**config.mk**
```make
export PLATFORM = sky130hd
export DESIGN_NAME = sap_datapath
export DESIGN_NICKNAME = d
export VERILOG_FILES = /design/src/rtl/sap_datapath.sv
export SDC_FILE = /design/constraint.sdc
export NUM_CORES = 1
export LEC_CHECK = 0
export BUFFER_PORTS_ARGS = -buffer_cell sky130_fd_sc_hd__buf_2
export CAP_MARGIN = 20
export CORE_ASPECT_RATIO = 1.75
export CORE_UTILIZATION = 40
export DETAILED_ROUTE_END_ITERATION = 10
export GPL_TIMING_DRIVEN = 1
export PLACE_DENSITY = 0.64
export SYNTH_ARGS = -nofsm -noshare
export SYNTH_HDL_FRONTEND = slang
export SYNTH_SLANG_ARGS = --single-unit
```
**constraint.sdc**
```tcl
create_clock -name clk -period 4.8 [get_ports clk]
set_input_delay 0.24 -clock clk [delete_from_list [all_inputs] [get_ports clk]]
set_output_delay 0.24 -clock clk [all_outputs]
set_load 0.05 [all_outputs]
```
**src/rtl/sap_datapath.sv**
```systemverilog
// rtl/sap_datapath.sv - SAP-1 style datapath executing the sequencer's 15-bit control word
// Optional ALU carry/zero flags: define SAP_DATAPATH_FLAGS_EN.
module sap_datapath #(
    parameter int ADDR_W = 4,
    parameter int DATA_W = 8
) (
    input  logic              clk,
    input  logic              rst,
    input  logic [14:0]       ctrl,
    output logic [3:0]        opcode,
    output logic [DATA_W-1:0] out_val,
    output logic [DATA_W-1:0] bus_mon,
    output logic              bus_conflict,
    input  logic              prog_we,
    input  logic [ADDR_W-1:0] prog_addr,
    input  logic [DATA_W-1:0] prog_data
`ifdef SAP_DATAPATH_FLAGS_EN
    ,
    output logic              flag_c,
    output logic              flag_z
`endif
);

    logic pc_inc, pc_en, pc_load, mar_ld, mdr_ld, ram_en, ram_ld;
    logic ir_ld, ir_en, a_ld, a_en, sub, alu_en, b_ld, out_ld;

    assign pc_inc = ctrl[14];
    assign pc_en  = ctrl[13];
    assign pc_load = ctrl[12];
    assign mar_ld = ~ctrl[11];
    assign mdr_ld = ~ctrl[10];
    assign ram_en = ~ctrl[9];
    assign ram_ld = ~ctrl[8];
    assign ir_ld  = ~ctrl[7];
    assign ir_en  = ~ctrl[6];
    assign a_ld   = ~ctrl[5];
    assign a_en   = ctrl[4];
    assign sub    = ctrl[3];
    assign alu_en = ctrl[2];
    assign b_ld   = ~ctrl[1];
    assign out_ld = ~ctrl[0];

    logic [ADDR_W-1:0] pc_q, pc_d, mar_q, mar_d;
    logic [DATA_W-1:0] mdr_q, mdr_d, ir_q, ir_d, a_q, a_d, b_q, b_d, out_q, out_d;
    logic              conflict_q, conflict_d;
    logic [DATA_W-1:0] mem [2**ADDR_W];

    logic [DATA_W-1:0] bus, ram_rd;
    logic [DATA_W:0]   alu_ext;
    logic [2:0]        n_drv;

    assign ram_rd = mem[mar_q];

    always_comb begin
        // SUB folds into the carry-in so subtraction is A + ~B + 1
        alu_ext = {1'b0, a_q} + {1'b0, (sub ? ~b_q : b_q)} + (DATA_W+1)'(sub);
        n_drv = 3'(pc_en) + 3'(ram_en) + 3'(ir_en) + 3'(a_en) + 3'(alu_en);

        bus = '0;
        if (pc_en)       bus = {{(DATA_W-ADDR_W){1'b0}}, pc_q};
        else if (ram_en) bus = ram_rd;
        else if (ir_en)  bus = {{(DATA_W-4){1'b0}}, ir_q[3:0]};
        else if (a_en)   bus = a_q;
        else if (alu_en) bus = alu_ext[DATA_W-1:0];

        pc_d = pc_q;
        if (pc_load)     pc_d = bus[ADDR_W-1:0];
        else if (pc_inc) pc_d = pc_q + ADDR_W'(1);

        mar_d = mar_ld ? bus[ADDR_W-1:0] : mar_q;
        mdr_d = mdr_ld ? bus : mdr_q;
        ir_d  = ir_ld  ? bus : ir_q;
        a_d   = a_ld   ? bus : a_q;
        b_d   = b_ld   ? bus : b_q;
        out_d = out_ld ? bus : out_q;
        conflict_d = conflict_q | (n_drv > 3'd1);
    end

    always_ff @(posedge clk or posedge rst) begin
        if (rst) begin
            pc_q       <= '0;
            mar_q      <= '0;
            mdr_q      <= '0;
            ir_q       <= '0;
            a_q        <= '0;
            b_q        <= '0;
            out_q      <= '0;
            conflict_q <= 1'b0;
        end else begin
            pc_q       <= pc_d;
            mar_q      <= mar_d;
            mdr_q      <= mdr_d;
            ir_q       <= ir_d;
            a_q        <= a_d;
            b_q        <= b_d;
            out_q      <= out_d;
            conflict_q <= conflict_d;
        end
    end

    // Program port stays live during reset and overrides a colliding ctrl write
    always_ff @(posedge clk) begin
        if (prog_we)
            mem[prog_addr] <= prog_data;
        else if (!rst && ram_ld)
            mem[mar_q] <= mdr_q;
    end

    assign opcode       = ir_q[DATA_W-1:DATA_W-4];
    assign out_val      = out_q;
    assign bus_mon      = bus;
    assign bus_conflict = conflict_q;

`ifdef SAP_DATAPATH_FLAGS_EN
    logic flag_c_q, flag_c_d, flag_z_q, flag_z_d;

    always_comb begin
        flag_c_d = flag_c_q;
        flag_z_d = flag_z_q;
        if (a_ld && alu_en) begin
            flag_c_d = alu_ext[DATA_W];
            flag_z_d = (alu_ext[DATA_W-1:0] == '0);
        end
    end

    always_ff @(posedge clk or posedge rst) begin
        if (rst) begin
            flag_c_q <= 1'b0;
            flag_z_q <= 1'b0;
        end else begin
            flag_c_q <= flag_c_d;
            flag_z_q <= flag_z_d;
        end
    end

    assign flag_c = flag_c_q;
    assign flag_z = flag_z_q;
`endif

endmodule

```
### Word level (Yosys, flattened, before mapping)

Memories as Yosys holds them, arrays and structs flattened.
Index checks and enable logic that the tools add are counted.

| word-level totals | value |
|---|---|
| word-level logic and storage cells | 42 |
| output and inout bits | 21 |
| bits of input ports | 30 |
| memories | 1 |
| bits in registers | 49 |
| bits in writable memories | 128 |

| operators by class | value |
|---|---|
| $add $sub $neg | 7 |
| reductions and logical operators | 4 |
| order comparisons | 1 |
| bitwise operators | 5 |
| mux-type cells | 16 |

Memories:

| memory | depth | bits a word | rd ports | clocked after Yosys merged registers in | wr ports | line | source |
|---|---|---|---|---|---|---|---|
| mem | 16 | 8 | 1 | 0 | 1 | 46 | `logic [DATA_W-1:0] mem [2**ADDR_W];` |

Operators with widths:

| kind | count |
|---|---|
| $mux W8 | 7 |
| $mux W4 | 3 |
| $add A8 B1 Y8 | 1 |
| $add A8 B8 Y8 | 1 |
| $not A8 Y8 | 1 |
| $reduce_or A8 Y1 | 1 |
| $add A3 B1 Y3 | 2 |
| $mux W1 | 6 |
| $add A4 B1 Y4 const B | 1 |
| $add A2 B1 Y3 | 1 |
| $gt A3 B1 Y1 const B | 1 |
| $not A1 Y1 | 3 |
| $add A1 B1 Y2 | 1 |
| $reduce_bool A2 Y1 | 1 |
| $logic_and A1 B1 Y1 | 1 |
| $logic_not A1 Y1 | 1 |
| $or A1 B1 Y1 | 1 |

### Logic depth before layout (Yosys ltp)

| logic depth | value |
|---|---|
| word-level depth | 10 |
| depth in mapped cells | 9 |
| mapped depth without buffers | 8 |

### Least setup slack after synthesis

No wires, ideal clock.

| timing path | value |
|---|---|
| kind | input to output |
| start point | input ctrl[3] |
| end point | output bus_mon[7] |
| data required time | 4.560 ns |
| setup slack | 1.476 ns |
| buffers on the path | 1 |
| stages on the path | 8 |
| arrival time | 3.084 ns |
| path through | buf_2 > xor2_1 > ha_1 > nor4_1 > o211ai_1 > nand2_1 > mux2i_1 > nor4_1 |

| between the ends | value |
|---|---|
| longest elaborated chain between the ends | 8 |

RTL lines:

| what | line | source |
|---|---|---|
| start, declared | 9 | `input logic [14:0] ctrl,` |
| $mux W8 | 56 | `alu_ext = {1'b0, a_q} + {1'b0, (sub ? ~b_q : b_q)} + (DATA_W+1)'(sub);` |
| $add A8 B8 Y8 | 56 |  |
| $add A8 B1 Y8 (*) | 56 |  |
| $mux W8 (*) | 64 | `else if (alu_en) bus = alu_ext[DATA_W-1:0];` |
| $mux W8 (*) | 63 | `else if (a_en) bus = a_q;` |
| $mux W8 (*) | 62 | `else if (ir_en) bus = {{(DATA_W-4){1'b0}}, ir_q[3:0]};` |
| $mux W8 (*) | 61 | `else if (ram_en) bus = ram_rd;` |
| $mux W8 (*) | 60 | `if (pc_en) bus = {{(DATA_W-ADDR_W){1'b0}}, pc_q};` |
| end, declared | 12 | `output logic [DATA_W-1:0] bus_mon,` |

Every way passes the cells marked *; elsewhere a longest branch is shown, timed or not.

### Final worst setup path

| timing path | value |
|---|---|
| start point | register mar_q[0] |
| end point | output bus_mon[2] |

| between the ends | value |
|---|---|
| longest elaborated chain between the ends | 3 |

RTL lines:

| what | line | source |
|---|---|---|
| start, declared | 43 | `logic [ADDR_W-1:0] pc_q, pc_d, mar_q, mar_d;` |
| start signal, assigned | 91 | `mar_q <= mar_d;` |
| $mem_v2 Z16 W8 | n/a |  |
| $mux W8 | 61 |  |
| $mux W8 | 60 |  |

No other way between the ends.

==> impl_metrics.csv <==
group,metric,value,unit
status,run_status,"finished with violations",
status,violations,"negative hold slack",
logic_synthesis,synth_top_area_share,0.4861,
timing,fin_skew,12.91,ps
logic_synthesis,yosysTopAreaCell,"edfxtp_1",
place,gp_congestion,0.8527,
logic_synthesis,syn-num-nets,617,
logic_synthesis,yosysWarningCount,0,
clocking,clk_pin_slew,70,ps
clocking,cts_root_buf,"clkbuf_16",
logic_synthesis,ys_top_cells_by_count,"edfxtp_1, nand2_1, dfrtp_1",
timing,fin_setup_tns,0,ps
routing,vias,5026,
global_route,track_usage,0.2033,
place,hpwl,13660,um
timing,setup_violations,0,
clocking,post_cts_resized,0,
routing,vias_per_cell,5.751,
routing,drt-initial-drc-count,390,
timing,post-route-period-util,0.7694,
worst_setup_path,cp.arrival,3450,ps
layout,fillers,1697,
timing,final.hold.worst_slack,-18.53,ps
clocking,insertion_delay,440,ps
clocking,postCtsSetupRepairBufs,0,
global_route,grt_pass1_wl,29750,um
timing,finalCriticalPeriod,3693,ps
run,maxCapViolCount,0,
timing,worstMarginPinSlew,1153,ps
power_and_ir_drop,p_total,4.103,mW
worst_setup_path,crit_start,"mar_q[0]$_DFFE_PP0N_",
floorplan,fp.dieH,188,um
global_route,grt_overflow_total,0,
layout,regArea,0.005071,mm2
worst_setup_path,critPathKind,"reg -> out",
routing,wl,19080,um
power_and_ir_drop,leakage,3.293,nW
layout,antenna-diode-count,0,
floorplan,core,0.01928,mm2
timing,drv_slew,0,
logic_synthesis,ys_ff_latch,177,
clocking,numCtsBuffers,17,
timing,relSlewSlack,0.2284,
floorplan,dieArea,0.02036,mm2
clocking,hold_buffers,0,
logic_synthesis,synthTopCellsByArea,"edfxtp_1, dfrtp_1, mux4_2",
worst_setup_path,path_max_fanout,20,
logic_synthesis,synth-edff-count,128,
timing,rsz0062_at_grt,"no",
place,io_buffers,50,
global_route,grt_pass1_vias,5183,
floorplan,start_util,0.4101,
logic_synthesis,yosysSeqAreaShare,0.6411,
global_route,grt_antenna_before_repair,1,
logic_synthesis,async_reset_ff_frac,0.2768,
floorplan,dieWidth,108.3,um
layout,area_growth,13.02,%
logic_synthesis,syn_inst,577,
clocking,clkSinkCount,177,
floorplan,io_pins,51,
logic_synthesis,synth_flop_cell,"edfxtp_1",
power_and_ir_drop,ir_drop,281.8,uV
clocking,cts-root-to-sink-buffers,2,
layout,final_core_util,0.4635,
worst_setup_path,cp-end-kind,"output port",
routing,dr.pass1.iters,5,
power_and_ir_drop,p_per_area,459.0,mW/mm2
routing,drc,0,
clocking,cts_tree,"done",
floorplan,row_count,67,
logic_synthesis,syn_area,0.007908,mm2
logic_synthesis,avgSynthCellArea,13.70,um2
worst_setup_path,rr_startpoint,"mar_q[2]$_DFFE_PP0N_",
routing,ant_nets,0,
clocking,htree_num_levels,4,
timing,hold_viol_final,13,
worst_setup_path,worstSetupStartpointType,"register",
hold_path,holdCritPathClass,"in -> async",
routing,routedWlPerCell,21.83,um
logic_synthesis,synth_cell_types,60,
logic_synthesis,synth.most_common_cell,"edfxtp_1",
global_route,grt_max_degree,50,
layout,drive_above_1_share,0.2054,
layout,multi_input_area,0.002597,mm2
layout,nNetsFinal,660,
worst_setup_path,worst_ep_required_time,4560,ps
timing,fmax,270.8,MHz
through the flow:
stage / setup WS [ps] / hold WS [ps] / std cells / cell area (um2)
final: 1107 / -18.53 / 874 / 8937
after detailed placement: 1488 / 448.6 / 841 / 8337
after global routing: 859.8 / 44.86 / 874 / 8937
after CTS: 1022 / 7.499 / 873 / 8930
after floorplan: 1476 / 332.4 / 577 / 7908
after global placement: 1523 / 453.6 / 841 / 8337
layout by cell type, fill, tap and decap left out, types with 3 or more instances in the layout:
cell	count
edfxtp_1	128
nand2_1	76
buf_2	50
dfrtp_1	48
nor2_1	42
mux4_2	33
o21ai_1	24
inv_1	20
clkbuf_16	19
a31oi_1	18
nand3_1	15
mux2i_1	13
a21oi_1	13
o211ai_1	12
or3_1	8
ha_1	8
o22ai_1	7
o21ai_0	7
o31ai_1	6
xor2_1	6
nor2b_1	5
nor3_1	5
nand2b_1	5
clkinv_4	5
buf_4	5
nand3b_1	3
inv_2	3
cells by family after synthesis:
group                      after synthesis  share of synthesized area
AOI/OAI and AO/OA                      106                    0.08940
muxes                                   46                     0.1104
DFF                                    177                     0.6411
and+or+nand+nor                        176                     0.1014
xor gates and xnor gates                 8                   0.008861
adders and majority gates               10                    0.01772
buffers and inverters                   54                    0.03101
worst paths after layout:
path,end,slack [ps],depth (start not counted)
min in group clk,mar_q[0]$_DFFE_PP0N_,90,2
max in group asynchronous,mar_q[0]$_DFFE_PP0N_,4320,3
worst min-delay path,mdr_q[5]$_DFFE_PP0N_,-20,3
worst min register to register,bus_conflict$_DFF_PP0_,460,1
worst max-delay path,bus_mon[2],1110,7
worst max register to register,mem[14][1]$_DFFE_PP_,1800,4
critical path, stage by stage (launching register included):
cell and delay, ps:
dfrtp_2 800, buf_4 440, mux4_2 550, mux4_2 470, and2_1 200, o21ai_4 260
inv_1 80, buf_2 210
routing by layer:
metal	up-vias	wire, um	GRT usage	share of wire
met3	59	683	0.03580	0.036
met2	158	10580	0.3635	0.55
met4	0	1143	0.1341	0.060
li1	2272	-	-	-
met5	-	0	0	0
met1	2537	6668	0.2129	0.35
power by group:
group,internal (mW),switching (mW)
sequential,1.76,0.133
clock,0.742,0.608
combinational,0.327,0.531
total,2.83,1.27
state kept, by name (all words and copies together), names as in the netlist, 4 cells and up:
signal	flops
ir_q	8
out_val	8
a_q	8
mdr_q	8
mem	128
pc_q	4
mar_q	4
b_q	8
final cells by class:
type,count,share of cell area
inverter,23,0.009660
clock inverter,13,0.01316
multi-input combinational,346,0.2906
timing repair buffer,55,0.03220
clock buffer,19,0.05320
tap,241,0.03374
sequential,177,0.5674
Power figures use the tool's default switching activity.
